[config.mk]
export PLATFORM = sky130hd
export DESIGN_NAME = snoop_bus_arbiter_flat
export DESIGN_NICKNAME = d
export VERILOG_FILES = /design/src/rtl/bus_pkg.sv /design/src/rtl/snoop_bus_arbiter_if.sv /design/src/rtl/rr_arbiter2.sv /design/src/rtl/snoop_bus_arbiter.sv /design/src/flat_wrapper.sv
export SDC_FILE = /design/constraint.sdc
export NUM_CORES = 1
export LEC_CHECK = 0
export ABC_AREA = 1
export CORE_ASPECT_RATIO = 1.1
export CORE_MARGIN = 1.5
export CORE_UTILIZATION = 43
export CTS_CLUSTER_DIAMETER = 30
export DETAILED_ROUTE_END_ITERATION = 6
export PLACE_DENSITY = 0.9
export SLEW_MARGIN = 20
export SYNTH_ARGS = -nofsm -noshare
export SYNTH_HDL_FRONTEND = slang
export SYNTH_SLANG_ARGS = --single-unit
[constraint.sdc]
create_clock -name clock -period 1.9 [get_ports clock]
set_input_delay 0.285 -clock clock [delete_from_list [all_inputs] [get_ports clock]]
set_output_delay 0.285 -clock clock [all_outputs]
set_load 0.01 [all_outputs]
[src/rtl/bus_pkg.sv]
// Shared definitions for the snooping-bus arbiter.
// Contents: message width and field positions, FSM state encoding,
// owner IDs, transaction kinds and a kind decoder.
package bus_pkg;

    localparam int MSG_W  = 13;
    localparam int ADDR_W = 3;
    localparam int DATA_W = 4;

    // Message bit positions
    localparam int WB_BIT     = 12;
    localparam int SUPPLY_BIT = 11;
    localparam int INV_BIT    = 10;
    localparam int RMISS_BIT  = 9;
    localparam int WMISS_BIT  = 8;
    localparam int RSVD_BIT   = 7;
    localparam int ADDR_HI    = 6;
    localparam int ADDR_LO    = 4;
    localparam int DATA_HI    = 3;
    localparam int DATA_LO    = 0;

    typedef logic [MSG_W-1:0] msg_t;

    // Kind bits echoed back in the reply (SUPPLY belongs to snoopers only)
    localparam msg_t KIND_MASK = (msg_t'(1) << WB_BIT)    | (msg_t'(1) << INV_BIT) |
                                 (msg_t'(1) << RMISS_BIT) | (msg_t'(1) << WMISS_BIT);

    typedef enum logic [1:0] {
        ST_IDLE  = 2'd0,
        ST_SNOOP = 2'd1,
        ST_MEM   = 2'd2,
        ST_RESP  = 2'd3
    } state_e;

    typedef enum logic {
        OWNER_CPU1 = 1'b0,
        OWNER_CPU2 = 1'b1
    } owner_e;

    typedef enum logic [1:0] {
        KIND_INV   = 2'd0,
        KIND_WB    = 2'd1,
        KIND_RMISS = 2'd2,
        KIND_WMISS = 2'd3
    } kind_e;

    // Anything other than exactly one recognised kind bit behaves as INV.
    function automatic kind_e decode_kind(input msg_t m);
        case ({m[WB_BIT], m[INV_BIT], m[RMISS_BIT], m[WMISS_BIT]})
            4'b1000: decode_kind = KIND_WB;
            4'b0010: decode_kind = KIND_RMISS;
            4'b0001: decode_kind = KIND_WMISS;
            default: decode_kind = KIND_INV;
        endcase
    endfunction

endpackage

[src/rtl/snoop_bus_arbiter_if.sv]
// Bundle of CPU-side and memory-side signals of the snooping bus.
// slave  : the arbiter (drives grants, snoops, replies, memory port, busy)
// master : the CPUs and the memory (drive requests, messages, read data)
interface snoop_bus_arbiter_if;
    import bus_pkg::*;

    logic                req_cpu1;
    logic                req_cpu2;
    msg_t                msg_cpu1;
    msg_t                msg_cpu2;
    logic                gnt_cpu1;
    logic                gnt_cpu2;
    logic                snoop_valid_cpu1;
    logic                snoop_valid_cpu2;
    msg_t                snoop_msg;
    logic                reply_valid_cpu1;
    logic                reply_valid_cpu2;
    msg_t                reply_msg;
    logic                memory_write;
    logic [ADDR_W-1:0]   memory_address;
    logic [DATA_W-1:0]   memory_data_in;
    logic [DATA_W-1:0]   memory_data_out;
    logic                busy;

    modport slave (
        input  req_cpu1, req_cpu2, msg_cpu1, msg_cpu2, memory_data_out,
        output gnt_cpu1, gnt_cpu2, snoop_valid_cpu1, snoop_valid_cpu2, snoop_msg,
               reply_valid_cpu1, reply_valid_cpu2, reply_msg,
               memory_write, memory_address, memory_data_in, busy
    );

    modport master (
        output req_cpu1, req_cpu2, msg_cpu1, msg_cpu2, memory_data_out,
        input  gnt_cpu1, gnt_cpu2, snoop_valid_cpu1, snoop_valid_cpu2, snoop_msg,
               reply_valid_cpu1, reply_valid_cpu2, reply_msg,
               memory_write, memory_address, memory_data_in, busy
    );

endinterface

[src/rtl/rr_arbiter2.sv]
// Two-input round-robin picker.
// Ports: clock, reset (sync, active-high); req[0]=cpu1, req[1]=cpu2;
// grant_done strobes when the transaction of done_owner completes, which
// hands priority to the other CPU; pick_valid/pick give the current choice.
module rr_arbiter2
    import bus_pkg::*;
(
    input  logic       clock,
    input  logic       reset,
    input  logic [1:0] req,
    input  logic       grant_done,
    input  owner_e     done_owner,
    output logic       pick_valid,
    output owner_e     pick
);

    owner_e ptr_q;
    owner_e ptr_d;

    // A lone requester wins outright; the pointer only breaks ties.
    always_comb begin
        // NOTE: every always_comb output gets a default first so no path leaves it unassigned (no latch).
        pick_valid = |req;
        pick       = ptr_q;
        if (req == 2'b01) begin
            pick = OWNER_CPU1;
        end else if (req == 2'b10) begin
            pick = OWNER_CPU2;
        end
    end

    always_comb begin
        ptr_d = ptr_q;
        if (grant_done) begin
            ptr_d = (done_owner == OWNER_CPU1) ? OWNER_CPU2 : OWNER_CPU1;
        end
    end

    always_ff @(posedge clock) begin
        // NOTE: non-blocking assignment for flops so all registers update together at the edge.
        if (reset) begin
            ptr_q <= OWNER_CPU1;
        end else begin
            ptr_q <= ptr_d;
        end
    end

endmodule

[src/rtl/snoop_bus_arbiter.sv]
// Arbiter and sequencer for the shared snooping bus of two cache CPUs and
// one data memory. One transaction at a time: IDLE -> SNOOP -> (MEM) -> RESP.
// Ports: clock, reset (sync, active-high), bus (slave modport) carrying
// requests/messages, grants, snoop broadcast, replies, memory port and busy.
// Parameter MEM_LATENCY (1..7): cycles from memory address to read data.
module snoop_bus_arbiter
    import bus_pkg::*;
#(
    parameter int unsigned MEM_LATENCY = 1
) (
    input  logic                 clock,
    input  logic                 reset,
    snoop_bus_arbiter_if.slave   bus
);

    localparam logic [2:0] LAT_LOAD = 3'(MEM_LATENCY);

    state_e            state_q,     state_d;
    owner_e            owner_q,     owner_d;
    msg_t              msg_q,       msg_d;
    logic [2:0]        cnt_q,       cnt_d;
    logic              sup_valid_q, sup_valid_d;
    logic [DATA_W-1:0] sup_data_q,  sup_data_d;

    logic              pick_valid;
    owner_e            pick;
    kind_e             kind;
    msg_t              snooper_msg;
    logic [ADDR_W-1:0] addr_q;
    logic [DATA_W-1:0] reply_data;

    rr_arbiter2 u_rr (
        .clock      (clock),
        .reset      (reset),
        .req        ({bus.req_cpu2, bus.req_cpu1}),
        .grant_done (state_q == ST_RESP),
        .done_owner (owner_q),
        .pick_valid (pick_valid),
        .pick       (pick)
    );

    assign kind        = decode_kind(msg_q);
    assign addr_q      = msg_q[ADDR_HI:ADDR_LO];
    assign snooper_msg = (owner_q == OWNER_CPU1) ? bus.msg_cpu2 : bus.msg_cpu1;

    // Next-state logic
    always_comb begin
        state_d     = state_q;
        owner_d     = owner_q;
        msg_d       = msg_q;
        cnt_d       = cnt_q;
        sup_valid_d = sup_valid_q;
        sup_data_d  = sup_data_q;

        case (state_q)
            ST_IDLE: begin
                sup_valid_d = 1'b0;
                if (pick_valid) begin
                    owner_d          = pick;
                    msg_d            = (pick == OWNER_CPU1) ? bus.msg_cpu1 : bus.msg_cpu2;
                    msg_d[RSVD_BIT]  = 1'b0;
                    state_d          = ST_SNOOP;
                end
            end
            ST_SNOOP: begin
                if (kind == KIND_RMISS || kind == KIND_WMISS) begin
                    cnt_d   = LAT_LOAD;
                    state_d = ST_MEM;
                end else begin
                    state_d = ST_RESP;
                end
            end
            ST_MEM: begin
                // Last MEM cycle is the one that sees the counter at 1.
                if (cnt_q <= 3'd1) begin
                    state_d = ST_RESP;
                end else begin
                    cnt_d = cnt_q - 3'd1;
                end
            end
            default: begin
                state_d = ST_IDLE;
            end
        endcase

        // First matching SUPPLY from the snooper wins; later offers are ignored.
        if ((state_q == ST_SNOOP || state_q == ST_MEM) && !sup_valid_q &&
            snooper_msg[SUPPLY_BIT] && (snooper_msg[ADDR_HI:ADDR_LO] == addr_q)) begin
            sup_valid_d = 1'b1;
            sup_data_d  = snooper_msg[DATA_HI:DATA_LO];
        end
    end

    // State register
    always_ff @(posedge clock) begin
        if (reset) begin
            state_q     <= ST_IDLE;
            owner_q     <= OWNER_CPU1;
            msg_q       <= '0;
            cnt_q       <= '0;
            sup_valid_q <= 1'b0;
            sup_data_q  <= '0;
        end else begin
            state_q     <= state_d;
            owner_q     <= owner_d;
            msg_q       <= msg_d;
            cnt_q       <= cnt_d;
            sup_valid_q <= sup_valid_d;
            sup_data_q  <= sup_data_d;
        end
    end

    // Reply data: WB echoes, INV gives zero, misses prefer a snooper's line.
    always_comb begin
        case (kind)
            KIND_WB:                reply_data = msg_q[DATA_HI:DATA_LO];
            KIND_RMISS, KIND_WMISS: reply_data = sup_valid_q ? sup_data_q : bus.memory_data_out;
            default:                reply_data = '0;
        endcase
    end

    // Outputs, decoded from registered state only
    always_comb begin
        bus.gnt_cpu1         = 1'b0;
        bus.gnt_cpu2         = 1'b0;
        bus.snoop_valid_cpu1 = 1'b0;
        bus.snoop_valid_cpu2 = 1'b0;
        bus.reply_valid_cpu1 = 1'b0;
        bus.reply_valid_cpu2 = 1'b0;
        bus.reply_msg        = '0;
        bus.memory_write     = 1'b0;
        bus.memory_address   = '0;
        bus.memory_data_in   = '0;
        bus.snoop_msg        = msg_q;
        bus.busy             = (state_q != ST_IDLE);

        case (state_q)
            ST_SNOOP: begin
                bus.gnt_cpu1         = (owner_q == OWNER_CPU1);
                bus.gnt_cpu2         = (owner_q == OWNER_CPU2);
                bus.snoop_valid_cpu1 = (owner_q == OWNER_CPU2);
                bus.snoop_valid_cpu2 = (owner_q == OWNER_CPU1);
                bus.memory_address   = addr_q;
                if (kind == KIND_WB) begin
                    bus.memory_write   = 1'b1;
                    bus.memory_data_in = msg_q[DATA_HI:DATA_LO];
                end
            end
            ST_MEM: begin
                bus.memory_address = addr_q;
            end
            ST_RESP: begin
                bus.memory_address   = addr_q;
                bus.reply_valid_cpu1 = (owner_q == OWNER_CPU1);
                bus.reply_valid_cpu2 = (owner_q == OWNER_CPU2);
                bus.reply_msg        = msg_q & KIND_MASK;
                bus.reply_msg[ADDR_HI:ADDR_LO] = addr_q;
                bus.reply_msg[DATA_HI:DATA_LO] = reply_data;
            end
            default: ;
        endcase
    end

endmodule

[src/flat_wrapper.sv]
// flat-port wrapper written by rule: the top's interface ports become plain ports
module snoop_bus_arbiter_flat import bus_pkg::*;
#(
    parameter int unsigned MEM_LATENCY = 1
)
  (clock, reset, bus_req_cpu1, bus_req_cpu2, bus_msg_cpu1, bus_msg_cpu2, bus_memory_data_out, bus_gnt_cpu1, bus_gnt_cpu2, bus_snoop_valid_cpu1, bus_snoop_valid_cpu2, bus_snoop_msg, bus_reply_valid_cpu1, bus_reply_valid_cpu2, bus_reply_msg, bus_memory_write, bus_memory_address, bus_memory_data_in, bus_busy);
  snoop_bus_arbiter_if bus_i ();
  input  logic clock;
  input  logic reset;
  input wire logic [$bits(bus_i.req_cpu1)-1:0] bus_req_cpu1;
  input wire logic [$bits(bus_i.req_cpu2)-1:0] bus_req_cpu2;
  input wire logic [$bits(bus_i.msg_cpu1)-1:0] bus_msg_cpu1;
  input wire logic [$bits(bus_i.msg_cpu2)-1:0] bus_msg_cpu2;
  input wire logic [$bits(bus_i.memory_data_out)-1:0] bus_memory_data_out;
  output wire logic [$bits(bus_i.gnt_cpu1)-1:0] bus_gnt_cpu1;
  output wire logic [$bits(bus_i.gnt_cpu2)-1:0] bus_gnt_cpu2;
  output wire logic [$bits(bus_i.snoop_valid_cpu1)-1:0] bus_snoop_valid_cpu1;
  output wire logic [$bits(bus_i.snoop_valid_cpu2)-1:0] bus_snoop_valid_cpu2;
  output wire logic [$bits(bus_i.snoop_msg)-1:0] bus_snoop_msg;
  output wire logic [$bits(bus_i.reply_valid_cpu1)-1:0] bus_reply_valid_cpu1;
  output wire logic [$bits(bus_i.reply_valid_cpu2)-1:0] bus_reply_valid_cpu2;
  output wire logic [$bits(bus_i.reply_msg)-1:0] bus_reply_msg;
  output wire logic [$bits(bus_i.memory_write)-1:0] bus_memory_write;
  output wire logic [$bits(bus_i.memory_address)-1:0] bus_memory_address;
  output wire logic [$bits(bus_i.memory_data_in)-1:0] bus_memory_data_in;
  output wire logic [$bits(bus_i.busy)-1:0] bus_busy;
  assign bus_i.req_cpu1 = bus_req_cpu1;
  assign bus_i.req_cpu2 = bus_req_cpu2;
  assign bus_i.msg_cpu1 = bus_msg_cpu1;
  assign bus_i.msg_cpu2 = bus_msg_cpu2;
  assign bus_i.memory_data_out = bus_memory_data_out;
  assign bus_gnt_cpu1 = bus_i.gnt_cpu1;
  assign bus_gnt_cpu2 = bus_i.gnt_cpu2;
  assign bus_snoop_valid_cpu1 = bus_i.snoop_valid_cpu1;
  assign bus_snoop_valid_cpu2 = bus_i.snoop_valid_cpu2;
  assign bus_snoop_msg = bus_i.snoop_msg;
  assign bus_reply_valid_cpu1 = bus_i.reply_valid_cpu1;
  assign bus_reply_valid_cpu2 = bus_i.reply_valid_cpu2;
  assign bus_reply_msg = bus_i.reply_msg;
  assign bus_memory_write = bus_i.memory_write;
  assign bus_memory_address = bus_i.memory_address;
  assign bus_memory_data_in = bus_i.memory_data_in;
  assign bus_busy = bus_i.busy;
  snoop_bus_arbiter #(.MEM_LATENCY(MEM_LATENCY)) u_core (.clock(clock), .reset(reset), .bus(bus_i));
endmodule
==> flow_summary.ini, run 1 <==
[cells_and_area]
layout-drive-gt1-share_pct = 13.9
filler_cell_count = 355
fin_util_pct = 63.6
nets = 401
number_of_diodes_added_for_antenna_fixing = 0
final_cell_count_no_fill = 411
final_design_area_excluding_fillers_um2 = 2540
area_growth_pct = 41.1

[sta]
clock-skew-final_ns = 0.00470
final-setup-viol-count = 1
finalWorstSetupSlack_ns = -0.0126
rsz_0062_raised_after_global_routing = yes
maxSlewViolCount = 0
hold_violations = 0
period_share_pct = 101
final_period_minus_worst_setup_slack_ns = 1.91
maxClockFrequency_mhz = 523

[critical_path]
ff2ff_path_depth = 9
setup.worst_path.end_class = output pin
reg_to_reg_setup_timing_slack_ns = 0.16
reg2reg_to = u_core.sup_data_q[0]
reg_to_reg_startpoint = u_core.state_q[0]
cp.arrival_ns = 1.63
cp_class = flop to output pin
data_required_time_at_the_worst_endpoint_ns = 1.62
critPathMaxFanout = 6
worstSetupStartpointType = flop

[global_routing]
global_route_total_overflow = 0
antenna_found_initial = 0
grt_pass1_vias = 1841
grt_use_total_pct = 21.1
global_route_wire_length_before_repair_um = 7770
maximum_number_of_pins_on_one_net_before_global_route_repair = 26

[detailed_routing]
routed_via_density = 4.85
detail_route.iter0.violations = 98
finalWirelength_um = 4900
ant_nets = 0
route.detailed.drc = 0
vias = 1993
firstDrtPassIters = 4
wl_per_cell_um = 11.9

[floorplanning]
initial_utilization_pct = 45.1
fp.coreArea_um2 = 3990
placement_rows = 24
design.portCount = 75
die_h_um = 70.8
chipWidth_um = 64.7
design.die.area_um2 = 4580

[placement]
dpl.hpwl_um = 3750
dp.cells = 407
pre_cts_slack_ns = -0.0306
routabilityCongestion = 0.854
port-buffer-count = 69
placedInstanceArea_um2 = 2520

[synth]
netlist_top_cells_area = dfxtp_1 27%, nand2_1 14%, inv_1 13%
netlist_instances = 291
synth_top_area_share_pct = 26.7
number_of_warnings_issued_by_yosys = 0
yosys.area.top_type = dfxtp_1
synth.distinct_cells = 25
syn_area_per_cell_um2 = 6.18
netlist_area_um2 = 1800
yosys_register_bits = 24
synth_seq_area_share_pct = 26.7

[clock_tree]
tritoncts.num_buffers = 3
cts.sinks = 24
clock_latency_ns = 0.26
clock-root-buffer = clkbuf_8
ctsLongestPathBuffers = 2
clk_pin_slew_worst_paths_ns = 0.08
tritoncts = yes
cts.repair_timing.setup_buffer_count = 0
cts.htree.levels = 1

[job]
timing.max_cap.violations = 0

[power]
p_leak_uw = 0.00134
power.density_cell_area_nw_per_um2 = 1150
max-vdd-ir-drop_uv = 675

[min_path]
timing.hold.worst_endpoint = u_core.cnt_q[1]
class_of_the_worst_hold_path = flop to flop
hold_depth = 2
holdCritStartpoint = u_core.cnt_q[1]

[run_status]
result_of_the_run = finished with violations
violations = setup timing
[sequential cells by signal, summed over array words and instances, names as in the netlist]
name and cells:
u_core.cnt_q 3, u_core.sup_data_q 4, u_core.state_q 2, u_core.owner_q 1
u_core.bus.snoop_msg 12, u_core.u_rr.ptr_q 1, u_core.sup_valid_q 1
[cell families after synthesis]
kind of cell	count (synthesis)	share of synthesized area, %
compound gates	59	19.5
other cells	1	0.208
mux	4	2.50
simple gates	117	26.8
buf+inv	79	19.4
fa+ha+maj	7	4.87
flops	24	26.7
[through the flow]
| stage | hold WS (ns) | TNS, ns | power (µW) |
|---|---|---|---|
| after detailed placement | 0.479 | -0.0306 | 2590 |
| after floorplan | 0.446 | 0 | 1960 |
| after global routing | 0.511 | -0.221 | 3160 |
| after CTS | 0.494 | -0.0306 | 2920 |
| final | 0.485 | -0.0126 | 2930 |
| after global placement | 0.466 | 0 | 2530 |
[how the worst max path moves through the flow]
stage | from | to | slack [ns] | cells after the start
floorplan | u_core.bus.snoop_msg[12] | bus_memory_data_in[0] | 0.44 | 4
global placement | bus_memory_data_out[3] | bus_reply_msg[3] | 0.02 | 5
detailed placement | u_core.bus.snoop_msg[12] | bus_memory_data_in[0] | -0.03 | 6
CTS | u_core.state_q[1] | bus_reply_msg[8] | -0.03 | 5
global route | u_core.state_q[0] | bus_reply_msg[8] | -0.07 | 5
finish | u_core.state_q[1] | bus_reply_msg[8] | -0.01 | 5
[synth_stat cells]
| cell | number |
|---|---|
| nor2_4 | 2 |
| buf_6 | 3 |
| a21oi_2 | 10 |
| inv_1 | 61 |
| nand4_1 | 3 |
| o21ai_1 | 10 |
| clkbuf_8 | 1 |
| clkbuf_1 | 4 |
| inv_2 | 4 |
| nor3_1 | 1 |
| conb_1 | 1 |
| nand3_1 | 14 |
| clkbuf_2 | 1 |
| buf_4 | 5 |
| nand2_1 | 68 |
| a21oi_4 | 1 |
| o21bai_1 | 1 |
| nand2_2 | 1 |
| o21ai_2 | 1 |
| a21oi_1 | 31 |
| mux2_2 | 4 |
| nor2_1 | 28 |
| o21ai_0 | 5 |
| dfxtp_1 | 24 |
| ha_1 | 7 |
[layout make-up]
class                      instances  area (µm²)  area share, %
multi-input combinational        190         987           38.9
timing repair buffer              76         701           27.6
sequential                        24         487           19.2
inverter                          65         244           9.61
tap                               52        65.1           2.56
clock buffer                       4        55.1           2.17
[cell usage in the layout, fill, tap and decap left out, drive strengths merged, types with 3 or more instances in the layout]
cell type / count
clkdlybuf4s50: 46
nor2: 30
nand4: 3
nand3: 14
o21ai: 16
a21oi: 42
mux2: 4
nand2: 69
conb: 3
ha: 7
clkbuf: 12
dlygate4sd2: 14
dfxtp: 24
inv: 65
buf: 7
[power by group]
part | switching, µW | total, µW | internal (µW)
clock network | 159 | 344 | 185
logic | 1010 | 1750 | 738
registers | 170 | 841 | 672
[per-layer routing]
metal,share of wire (%),GRT usage (%)
met1,41,24.7
met4,2.4,6.62
met3,4.9,3.66
met5,0,0
met2,52,38.9
[worst max-delay path, cell delays in order (launching register included)]
cell,delay [ns]
dfxtp_4,0.38
ha_2,0.21
buf_4,0.15
nand2_1,0.06
inv_1,0.05
clkdlybuf4s50_1,0.52
[repair_timing]
action                     in CTS  in global routing
setup endpoints to repair      26                 12
hold buffers                    0                  0
pin swaps                       0                  0
cloned                          0                  0
resized for setup              31                 17
Note: power is estimated with default switching activity, not from simulation.
==> inputs of run 2 (changes only) <==
- CELL_PAD_IN_SITES_DETAIL_PLACEMENT: default -> 1
- CELL_PAD_IN_SITES_GLOBAL_PLACEMENT: default -> 2
- CORE_UTILIZATION: 43 -> 21
- GPL_ROUTABILITY_DRIVEN: default -> 0
- MAX_ROUTING_LAYER: default -> met4
- PLACE_DENSITY: 0.9 -> 0.88
==> run 2 against run 1 <==
Effect of this change:
- the run now ends clean
- clock power grew 3%
- sequential share of layout area is 1.4 points lower
- first-iteration DRC count fell by 48%
- clock-buffer cell count unchanged
- die area grew 99%
- largest cell class unchanged
==> flow_summary.ini, run 2 (synthesized netlist as in run 1, its figures left out) <==
[sta]
hold_violations = 0
final_period_minus_worst_setup_slack_ns = 1.81
final.setup.tns_ns = 0
finalWorstSetupSlack_ns = 0.0913
final-setup-viol-count = 0
maxClockFrequency_mhz = 553
rsz_0062_raised_after_global_routing = no
clock-skew-final_ns = 0.00792
maxSlewViolCount = 0
period_share_pct = 95.2
max_slew_margin_pct = 66.3
max_slew.worst_pin.slew_ns = 0.505

[cells_and_area]
layout.cells.most_common = nand2_1
nets = 408
final_cell_count_no_fill = 477
layout-drive-gt1-share_pct = 16.7
layout_common_cells = 66 x nand2_1, 58 x inv_1, 44 x clkdlybuf4s50_1
final_design_area_excluding_fillers_um2 = 2760
number_of_diodes_added_for_antenna_fixing = 0
largest_register_ffs = 12
area_growth_pct = 53.5
fin_util_pct = 33.0

[clock_tree]
quantity_of_hold_fixing_buffers_added_after_cts = 0
tritoncts.num_buffers = 3
ctsLongestPathBuffers = 2
clk_pin_slew_worst_paths_ns = 0.09
cts.sinks = 24
tritoncts = yes
clock-root-buffer = clkbuf_8
cts.htree.levels = 1
clock_latency_ns = 0.27

[detailed_routing]
ant_nets = 0
routed_via_density = 4.21
wl_per_cell_um = 12.8
detail_route.iter0.violations = 51
vias = 2010
route.detailed.drc = 0
finalWirelength_um = 6100
firstDrtPassIters = 2

[min_path]
holdCritStartpoint = u_core.cnt_q[2]
class_of_the_worst_hold_path = flop to flop
hold_depth = 2
timing.hold.worst_endpoint = u_core.cnt_q[2]

[critical_path]
cp_class = flop to output pin
cp.arrival_ns = 1.52
worstSetupStartpointType = flop
reg2reg_to = u_core.sup_data_q[0]
setup.worst_path.end_class = output pin
ff2ff_path_depth = 9
reg_to_reg_setup_timing_slack_ns = 0.16
reg_to_reg_startpoint = u_core.state_q[0]
data_required_time_at_the_worst_endpoint_ns = 1.62
critPathMaxFanout = 4

[floorplanning]
initial_utilization_pct = 21.5
die_h_um = 100
chipWidth_um = 91.3
design.die.area_um2 = 9130
design.portCount = 75
placement_rows = 35
fp.coreArea_um2 = 8360

[placement]
placedInstanceArea_um2 = 2630
dp.cells = 470
pre_cts_slack_ns = -0.0264
port-buffer-count = 69
dpl.hpwl_um = 4850

[power]
p_leak_uw = 0.00152
max-vdd-ir-drop_uv = 392
power.density_cell_area_nw_per_um2 = 1160

[global_routing]
maximum_number_of_pins_on_one_net_before_global_route_repair = 26
grt_pass1_vias = 2195
antenna_found_initial = 0
grt_use_total_pct = 14.1
global_route_total_overflow = 0
global_route_wire_length_before_repair_um = 10200

[job]
timing.max_cap.violations = 0

[run_status]
result_of_the_run = finished, final reports clean
==> run 2: routing by layer <==
layer | vias to the layer above | track usage, % | wire length (µm)
met2 | 28 | 27.3 | 3300
met3 | 2 | 1.44 | 129
met1 | 950 | 15.8 | 2660
met4 | 0 | 2.28 | 2
li1 | 1030 | - | -
met5 | - | - | 0
==> run 2: timing repair <==
action | CTS | global route
buffers inserted | 1 | 1
resized for setup | 37 | 21
setup endpoints to repair | 26 | 18
cloned | 0 | 1
pin swaps | 0 | 1
==> run 2: area by class of cell <==
cell class	count	area (µm²)
repair buffers	82	788
multi-input cells	191	1040
clock buffers	4	55.1
well taps	111	139
fillers	1067	5600
flip-flops and latches	24	490
inverters	65	244
==> run 2: worst max-delay path: stages (launching register included) <==
cell and delay [ns]:
dfxtp_4 0.40, ha_4 0.16, nand2_1 0.05, inv_1 0.10
clkdlybuf4s50_1 0.54
==> run 2: how the worst max path moves through the flow <==
stage                             startpoint               endpoint  cells past startpoint  slack [ns]
global placement      bus_memory_data_out[2]       bus_reply_msg[2]                      5       0.003
floorplan           u_core.bus.snoop_msg[12]  bus_memory_data_in[0]                      4        0.44
global route         u_core.bus.snoop_msg[8]  bus_memory_data_in[3]                      7        0.01
CTS                  u_core.bus.snoop_msg[9]       bus_reply_msg[1]                      8       -0.01
finish                     u_core.state_q[0]   bus_reply_valid_cpu2                      4        0.09
detailed placement   u_core.bus.snoop_msg[8]       bus_reply_msg[1]                      7       -0.03
==> run 2: power by group <==
group          internal [µW]  switching [µW]  total [µW]
clock network            185             171         356
registers                677             173         850
logic                    855            1130        1990
==> run 2: stage by stage <==
| step | hold slack [ns] | total power [µW] |
|---|---|---|
| after global routing | 0.540 | 3490 |
| after CTS | 0.494 | 3140 |
| after global placement | 0.471 | 2670 |
| final | 0.488 | 3190 |
| after detailed placement | 0.479 | 2730 |
| after floorplan | 0.446 | 1960 |
==> inputs of run 3 (changes only) <==
- CTS_CLUSTER_SIZE: default -> 24
==> results of run 3 <==
The final DEF is identical to that of run 2; final timing and power are the same.
